**src/rtl/xs_bus_pkg.sv**
```systemverilog
`default_nettype none
// ============================================================================
// Module      : xs_bus_pkg
// Description : Shared definitions for the 6809-style bus strobe sequencer:
//               the quadrature phase encoding, the default I/O page value,
//               the bounds of the decoder select field, and a width helper.
// Revision    : 1.0  initial release
// ============================================================================
package xs_bus_pkg;

    // Quadrature bus phases.
    // PH0: E=0 Q=0, PH1: E=0 Q=1, PH2: E=1 Q=1, PH3: E=1 Q=0.
    typedef enum logic [1:0] {
        PH0 = 2'd0,
        PH1 = 2'd1,
        PH2 = 2'd2,
        PH3 = 2'd3
    } phase_t;

    // A[15:13] value that selects the I/O page (0x2000-0x3FFF).
    localparam logic [2:0] c_IO_PAGE_DEFAULT = 3'b001;

    // Address bits forwarded to the decoder select inputs.
    localparam int c_SEL_HI = 12;
    localparam int c_SEL_LO = 11;

    // Counter width for a modulo-n counter, never less than one bit.
    function automatic int width_min1(input int n);
        return (n <= 2) ? 1 : $clog2(n);
    endfunction

endpackage
`default_nettype wire

```
**src/rtl/xs_phase_prescaler.sv**
```systemverilog
`default_nettype none
// ============================================================================
// Module      : xs_phase_prescaler
// Description : Modulo-DIV counter that paces the quadrature phases. It
//               flags the last clk of each phase slot and, unless held,
//               issues the phase-advance strobe on that clk.
// Ports       : clk     - system clock
//               rst_n   - asynchronous active-low reset
//               i_hold  - suppresses the advance strobe (E stretch)
//               o_tc    - high on the last clk of each DIV-clk slot
//               o_adv   - o_tc qualified by ~i_hold
// Revision    : 1.0  initial release
// ============================================================================
module xs_phase_prescaler
    import xs_bus_pkg::*;
#(
    parameter int DIV = 3
) (
    input  logic clk,
    input  logic rst_n,
    input  logic i_hold,
    output logic o_tc,
    output logic o_adv
);

    localparam int              c_W    = width_min1(DIV);
    localparam logic [c_W-1:0]  c_LAST = c_W'(DIV - 1);

    logic [c_W-1:0] r_count;

    // The counter free-runs; holding only withholds the advance strobe so
    // a stretch slot is exactly DIV clks long, same as a normal phase.
    always_ff @(posedge clk or negedge rst_n) begin
        if (!rst_n) begin
            r_count <= '0;
        end else if (r_count == c_LAST) begin
            r_count <= '0;
        end else begin
            r_count <= r_count + c_W'(1);
        end
    end

    assign o_tc  = (r_count == c_LAST);
    assign o_adv = o_tc & ~i_hold;

endmodule
`default_nettype wire

```
**src/rtl/xs_bus_strobe_seq.sv**
```systemverilog
`default_nettype none
// ============================================================================
// Module      : xs_bus_strobe_seq
// Description : Generates the 6809-style quadrature bus clocks Q and E from
//               clk, latches the decoder select bits and the I/O-page hit at
//               Q rise, and enables the downstream 2-to-4 decoder only while
//               E is high during a valid I/O-page access.
//               Build option STRETCH_EN: PH3 (E high) is extended by DIV
//               clks per MRDY=0 sample, up to WAIT_MAX extensions.
// Ports       : clk        - system clock
//               RESETn     - asynchronous active-low reset
//               A          - CPU address
//               AVALID     - address valid, sampled with A at Q rise
//               MRDY       - active-high ready, sampled on last clk of PH3
//               Q, E       - quadrature bus clocks
//               DEC_EN_bar - decoder enable, active-low
//               DEC_SEL    - decoder select, latched A[12:11]
//               STRETCHING - high during E-stretch extension slots
// Revision    : 1.0  initial release
// ============================================================================
module xs_bus_strobe_seq
    import xs_bus_pkg::*;
#(
    parameter int         DIV      = 3,
    parameter logic [2:0] IO_PAGE  = c_IO_PAGE_DEFAULT,
    parameter int         WAIT_MAX = 4
) (
    input  logic        clk,
    input  logic        RESETn,
    input  logic [15:0] A,
    input  logic        AVALID,
    input  logic        MRDY,
    output logic        Q,
    output logic        E,
    output logic        DEC_EN_bar,
    output logic [1:0]  DEC_SEL,
    output logic        STRETCHING
);

    phase_t     r_phase;
    phase_t     w_phase_nxt;
    logic       w_tc;
    logic       w_adv;
    logic       w_stretch_req;
    logic       w_latch;
    logic       w_hit_nxt;
    logic       w_q_nxt;
    logic       w_e_nxt;

    logic       r_q;
    logic       r_e;
    logic       r_dec_en_n;
    logic [1:0] r_sel;
    logic       r_hit;

    logic [c_SEL_LO-1:0] w_unused_addr;
    assign w_unused_addr = A[c_SEL_LO-1:0];

    xs_phase_prescaler #(
        .DIV    (DIV)
    ) u_prescaler (
        .clk    (clk),
        .rst_n  (RESETn),
        .i_hold (w_stretch_req),
        .o_tc   (w_tc),
        .o_adv  (w_adv)
    );

    // ------------------------------------------------------------------
    // Phase FSM
    // ------------------------------------------------------------------
    always_ff @(posedge clk or negedge RESETn) begin
        if (!RESETn) begin
            r_phase <= PH0;
        end else begin
            r_phase <= w_phase_nxt;
        end
    end

    always_comb begin
        w_phase_nxt = r_phase;
        if (w_adv) begin
            case (r_phase)
                PH0:     w_phase_nxt = PH1;
                PH1:     w_phase_nxt = PH2;
                PH2:     w_phase_nxt = PH3;
                PH3:     w_phase_nxt = PH0;
                default: w_phase_nxt = PH0;
            endcase
        end
        w_latch   = w_adv && (r_phase == PH0);
        w_hit_nxt = w_latch ? (AVALID && (A[15:13] == IO_PAGE)) : r_hit;
        w_q_nxt   = (w_phase_nxt == PH1) || (w_phase_nxt == PH2);
        w_e_nxt   = (w_phase_nxt == PH2) || (w_phase_nxt == PH3);
    end

    // ------------------------------------------------------------------
    // Registered outputs and address latch. Outputs are computed from the
    // next phase so E and DEC_EN_bar change on the very same clk edge.
    // ------------------------------------------------------------------
    always_ff @(posedge clk or negedge RESETn) begin
        if (!RESETn) begin
            r_q        <= 1'b0;
            r_e        <= 1'b0;
            r_dec_en_n <= 1'b1;
            r_sel      <= 2'b00;
            r_hit      <= 1'b0;
        end else begin
            r_q        <= w_q_nxt;
            r_e        <= w_e_nxt;
            r_dec_en_n <= ~(w_e_nxt & w_hit_nxt);
            r_hit      <= w_hit_nxt;
            // The latch only opens entering PH1, when the enable is off.
            if (w_latch) begin
                r_sel <= A[c_SEL_HI:c_SEL_LO];
            end
        end
    end

    assign Q          = r_q;
    assign E          = r_e;
    assign DEC_EN_bar = r_dec_en_n;
    assign DEC_SEL    = r_sel;

    // ------------------------------------------------------------------
    // E stretch
    // ------------------------------------------------------------------
`ifdef STRETCH_EN
    localparam int                 c_CNT_W    = $clog2(WAIT_MAX + 1);
    localparam logic [c_CNT_W-1:0] c_WAIT_MAX = c_CNT_W'(WAIT_MAX);

    logic [c_CNT_W-1:0] r_ext_cnt;
    logic               r_stretching;

    // Only meaningful on the last clk of PH3, where the prescaler would
    // otherwise advance; elsewhere the advance strobe is low anyway.
    assign w_stretch_req = (r_phase == PH3) && !MRDY && (r_ext_cnt < c_WAIT_MAX);

    always_ff @(posedge clk or negedge RESETn) begin
        if (!RESETn) begin
            r_ext_cnt    <= '0;
            r_stretching <= 1'b0;
        end else if (w_tc && (r_phase == PH3)) begin
            if (w_stretch_req) begin
                r_ext_cnt    <= r_ext_cnt + c_CNT_W'(1);
                r_stretching <= 1'b1;
            end else begin
                r_ext_cnt    <= '0;
                r_stretching <= 1'b0;
            end
        end
    end

    assign STRETCHING = r_stretching;
`else
    logic w_unused_stretch;
    assign w_unused_stretch = MRDY ^ w_tc ^ (WAIT_MAX > 0);
    assign w_stretch_req    = 1'b0;
    assign STRETCHING       = 1'b0;
`endif

endmodule
`default_nettype wire
```
**config.mk**
```make
export PLATFORM = sky130hd
export DESIGN_NAME = xs_bus_strobe_seq
export DESIGN_NICKNAME = d
export VERILOG_FILES = /design/src/rtl/xs_bus_pkg.sv /design/src/rtl/xs_phase_prescaler.sv /design/src/rtl/xs_bus_strobe_seq.sv
export SDC_FILE = /design/constraint.sdc
export NUM_CORES = 1
export LEC_CHECK = 0
export ABC_CLOCK_PERIOD_IN_PS = 2400
export BUFFER_PORTS_ARGS = -buffer_cell sky130_fd_sc_hd__buf_4
export CORE_AREA = 2 2 39 41
export CTS_CLUSTER_SIZE = 24
export DETAILED_ROUTE_END_ITERATION = 10
export DIE_AREA = 0 0 41 43
export HOLD_SLACK_MARGIN = 0.06
export PLACE_DENSITY = 0.68
export SETUP_SLACK_MARGIN = 0.3
export SLEW_MARGIN = 20
export SYNTH_ARGS = -nofsm -noshare
export SYNTH_HDL_FRONTEND = slang
export SYNTH_SLANG_ARGS = --single-unit
```
**constraint.sdc**
```tcl
create_clock -name clk -period 2.4 [get_ports clk]
set_input_delay 0.48 -clock clk [delete_from_list [all_inputs] [get_ports clk]]
set_output_delay 0.48 -clock clk [all_outputs]
set_load 0.02 [all_outputs]
```
== Word level (Yosys, flattened, before mapping) ==
Index checks and enable logic that the tools add are counted.
Word-level totals
  bits in registers: 10
  input port bits: 20
  output and inout bits: 6
  logic and storage cells: 27
Cells by class
  $add $sub $neg: 1
  equality and inequality tests: 8
  mux-type cells: 4
  bitwise logic cells: 2
  reduce and logical (&&, ||, !) cells: 5
Operators by type and width (number)
  2-bit == test, second input constant: 5
  2-bit case mux with 4 select lines: 1
  2-bit by 1-bit == test with 1-bit output, second input constant: 2
  2-bit two-way mux: 2
  3-bit by 1-bit == test with 1-bit output, second input constant: 1
  2-bit by 1-bit adder with 2-bit output, second input constant: 1
  1-bit logical AND: 2
  2-bit zero test: 1
  1-bit logical OR: 2
  1-bit AND: 1
  1-bit two-way mux: 1
  1-bit NOT: 1

== Logic depth before layout (Yosys ltp) ==
  depth in word-level cells: 7
  depth in mapped cells: 7
  mapped depth without buffers: 7

== By module ==
From an unflattened synthesis, not the netlist that was laid out.
Second synthesis, totals
  cell total of the unflattened synthesis: 35
  area, all modules: 449.2 µm²
Modules (own cells, without submodules)
  xs_bus_strobe_seq: times used 1, cells each 29, area an instance 367.9 µm², seq. area each 201.4 µm²
  xs_phase_prescaler: times used 1, cells each 6, area an instance 81.3 µm², seq. area each 50.0 µm²

== Least setup slack after synthesis ==
OpenSTA, ideal clock, no wires.
  path kind: register to register
  start: reg r_phase[0]
  end: reg r_e (netlist: E)
  library setup time: 0.127 ns
  data arrival time: 1.592 ns
  data required time: 2.273 ns
  setup slack: 0.681 ns
  cell stages (with the launch flop): 7
  buffers on the path: 0
  clock period less this slack: 1.719 ns
  cells stage by stage: dfrtp_1 -> inv_1 -> ha_1 -> or2_2 -> mux2_4 -> ha_1 -> or2_2
On the way
  word-level cells in the longest chain between the ends: 5
  elaborated cells between the ends (all ways): 9
  classes of those cells: eq/ne: 5; mux: 2; reduce/logical: 2
Ends and longest elaborated chain
  start: declaration: line xs_bus_strobe_seq.sv:40  | phase_t r_phase;
  start signal: assignment: line xs_bus_strobe_seq.sv:76  | r_phase <= w_phase_nxt;
  2-bit == test (tied with other cells): line xs_bus_strobe_seq.sv:83  | case (r_phase)
  2-bit case mux with 4 select lines: line xs_bus_strobe_seq.sv:83
  2-bit two-way mux *: line xs_bus_strobe_seq.sv:82  | if (w_adv) begin
  via w_phase_nxt[0]: line xs_bus_strobe_seq.sv:41  | phase_t w_phase_nxt;
  2-bit == test: line xs_bus_strobe_seq.sv:94  | w_e_nxt = (w_phase_nxt == PH2) || (w_phase_nxt == PH3);
  1-bit logical OR *: line xs_bus_strobe_seq.sv:94
  via w_e_nxt: line xs_bus_strobe_seq.sv:48  | logic w_e_nxt;
  end signal: assignment: line xs_bus_strobe_seq.sv:110  | r_e <= w_e_nxt;
  end: declaration: line xs_bus_strobe_seq.sv:51  | logic r_e;
The timed path passes the listed nets; every way through them passes the cells marked *.
A chain may end at the register's enable or synchronous reset.

== Worst setup path after layout ==
Ends and elaborated chain as after synthesis.

==> run_results.csv <==
group,metric,value,unit
status,status,"finished clean",
worst_setup_path,reg2reg_from,"r_phase[0]",
place,post-place-ws,0.6046,ns
final_layout,area_growth,27.54,%
clocking,clockRootBuffer,"clkbuf_4",
floorplan,coreArea,1384,µm²
final_layout,diodes,0,
worst_setup_path,slowest_delay,0.36,ns
sta,slew_violations,0,
global_route,grt_antenna_before_repair,0,
final_layout,postLayoutCellArea,643.1,µm²
power,power,313.5,µW
global_route,grt.total_usage,10.67,%
floorplan,die_w,41,µm
detailed_routing,drc,0,
place,placed_cell_area,606.8,µm²
power,ir_drop,0.2083,mV
worst_setup_path,r2r_end,"E",
sta,fin_ws,0.6020,ns
logic_synthesis,ys_ff_latch,10,
clocking,cts_sinks,10,
clocking,cts_tree,"built",
hold_path,holdPathEnd,"DEC_SEL[1]",
worst_setup_path,path_max_fanout,3,
sta,min_period,1.798,ns
power,cellPowerDensity,487.5,nW/µm²
global_route,grt_pass1_wl,1179,µm
worst_setup_path,end_kind,"register",
clocking,clk_pin_slew,0.06,ns
floorplan,die_area,1763,µm²
global_route,grt_pass1_vias,296,
worst_setup_path,ff2ff_setup_slack,0.60,ns
logic_synthesis,synth_cells,35,
sta,fin_crit_sh,74.92,%
place,gp_congestion,0.6674,
place,port_buffers,12,
worst_setup_path,path_cells,"inv_1 -> ha_1 -> or2_2 -> mux2_4 -> ha_1 -> or2_2",
place,place_inst,62,
sta,hold_viol_final,0,
logic_synthesis,synth_nets,60,
worst_setup_path,critical_path.startpoint_type,"register",
job,maxCapViolations,0,
final_layout,final_nets,77,
global_route,grt_max_degree,11,
worst_setup_path,crit_buf_inv,1,
worst_setup_path,arrival,1.94,ns
clocking,htree_levels,1,
worst_setup_path,critPathKind,"register to register",
sta,rsz0062_at_grt,"false",
worst_setup_path,slowest_stage,"dfrtp_1",
floorplan,core.rowCount,14,
clocking,clockBufferDepth,2,
logic_synthesis,yosys_warnings,0,
clocking,clkLatencyLatePin,0.26,ns
clocking,cts_resized,0,
global_route,grt_overflow,0,
logic_synthesis,synth_area,504.2,µm²
detailed_routing,antenna_left,0,
hold_path,whs_path_depth,2,
logic_synthesis,synthesis.area_per_instance,14.41,µm²
sta,fmax,0.5562,GHz
place,hpwl,561.2,µm
detailed_routing,vias_per_cell,4.358,
worst_setup_path,cp.required,2.54,ns
sta,skew,0.001691,ns
worst_setup_path,r2r_cells,6,
final_layout,layout-drive-gt1-share,50.98,%
detailed_routing,wl_per_cell,10.75,µm
clocking,cts_buffers,3,
hold_path,min_from,"A[12]",
logic_synthesis,synth_cell_types,16,
detailed_routing,wirelength,720,µm
sta,finalSetupTns,0,ns
worst_setup_path,crit_family,"simple AND/OR/NAND/NOR gates",
detailed_routing,drt-initial-drc-count,3,
sta,setup_viol,0,
sta,fin_hold_ws,0.4493,ns
final_layout,instances_no_fill,67,
floorplan,start_util,36.44,%
power,power.leakage,0.3320,nW
detailed_routing,vias,292,
floorplan,boundaryPins,26,
logic_synthesis,ys_seq_area_share,49.88,%
floorplan,die_y,43,µm
detailed_routing,first_pass_iters,2,
final_layout,final_util,46.47,%
hold_path,hp-class,"input port to register",
[state kept, by name, summed over array words and instances, names as in the netlist]
signal,cells
DEC_EN_bar,1
DEC_SEL,2
E,1
Q,1
r_hit,1
r_phase,2
u_prescaler.r_count,2
[what timing repair did]
| action | in CTS | in global routing |
|---|---|---|
| hold endpoints to repair | 9 | 0 |
| hold buffers | 1 | 0 |
| setup buffers | 0 | 0 |
| endpoints found under the setup margin | 0 | 0 |
[area by class of cell]
| class | count | area [µm²] |
|---|---|---|
| Inverter | 3 | 11.26 |
| Tap cell | 16 | 20.02 |
| Clock buffer | 4 | 26.28 |
| Fill cell | 138 | 740.7 |
| Multi-Input combinational cell | 21 | 234.0 |
| Sequential cell | 10 | 251.5 |
| Timing Repair Buffer | 13 | 100.1 |
[logic make-up after synthesis]
family                   count (synthesis)  synth area share, %
multiplexers                             6                16.87
AND/OR/NAND/NOR                          7                12.90
buffers and inverters                    4                3.722
AO/OA/AOI/OAI                            2                3.475
adder cells (fa/ha/maj)                  5                12.41
other                                    1               0.7437
flip-flops                              10                49.88
[where the power goes]
group / leakage (nW) / switching (mW) / internal, mW
Sequential: 0.127 / 0.00129 / 0.171
Combinational: 0.190 / 0.00933 / 0.0137
Clock: 0.0150 / 0.0542 / 0.0642
[synthesized netlist by cell type]
master,n,area [µm²]
and2b_4,1,10.01
and4bb_2,1,12.51
buf_4,1,7.510
conb_1,1,3.750
dfrtp_1,9,225.2
dfstp_2,1,26.28
ha_1,5,62.56
inv_1,3,11.26
mux2_4,5,75.07
mux2i_1,1,10.01
nand3b_4,1,20.02
nor2_1,1,3.750
nor2b_1,1,6.260
o221ai_1,1,8.760
o22a_1,1,8.760
or2_2,2,12.51
[layout by cell type, fill, tap and decap left out]
cell type and n:
nor2b_1 1, nand3b_4 1, inv_1 3, clkbuf_1 1, or2_2 2, ha_1 5
dfrtp_1 9, buf_4 12, o221ai_1 1, conb_1 1, dfstp_2 1, dlygate4sd3_1 1
and4bb_2 1, mux2i_1 1, clkbuf_4 3, and2b_4 1, nor2_1 1, o22a_1 1
mux2_4 5
[worst max path at each step]
| stage | slack, ns | start | cells past startpoint | end |
|---|---|---|---|---|
| floorplan | 0.68 | r_phase[0] | 6 | E |
| detailed placement | 0.60 | r_phase[0] | 6 | E |
| CTS | 0.60 | r_phase[0] | 6 | E |
| global placement | 0.63 | r_phase[0] | 6 | E |
| finish | 0.60 | r_phase[0] | 6 | E |
| global route | 0.49 | r_phase[0] | 6 | E |
[per-layer routing]
layer  GRT usage (%)  vias to the layer above  wire [µm]
met5               0                        -          0
met4           10.00                        0          4
met3           3.141                        2         56
met2           12.50                        9        315
met1           14.72                      133        344
li1                -                      148          -
No activity file was read; power rests on OpenSTA's default activity.
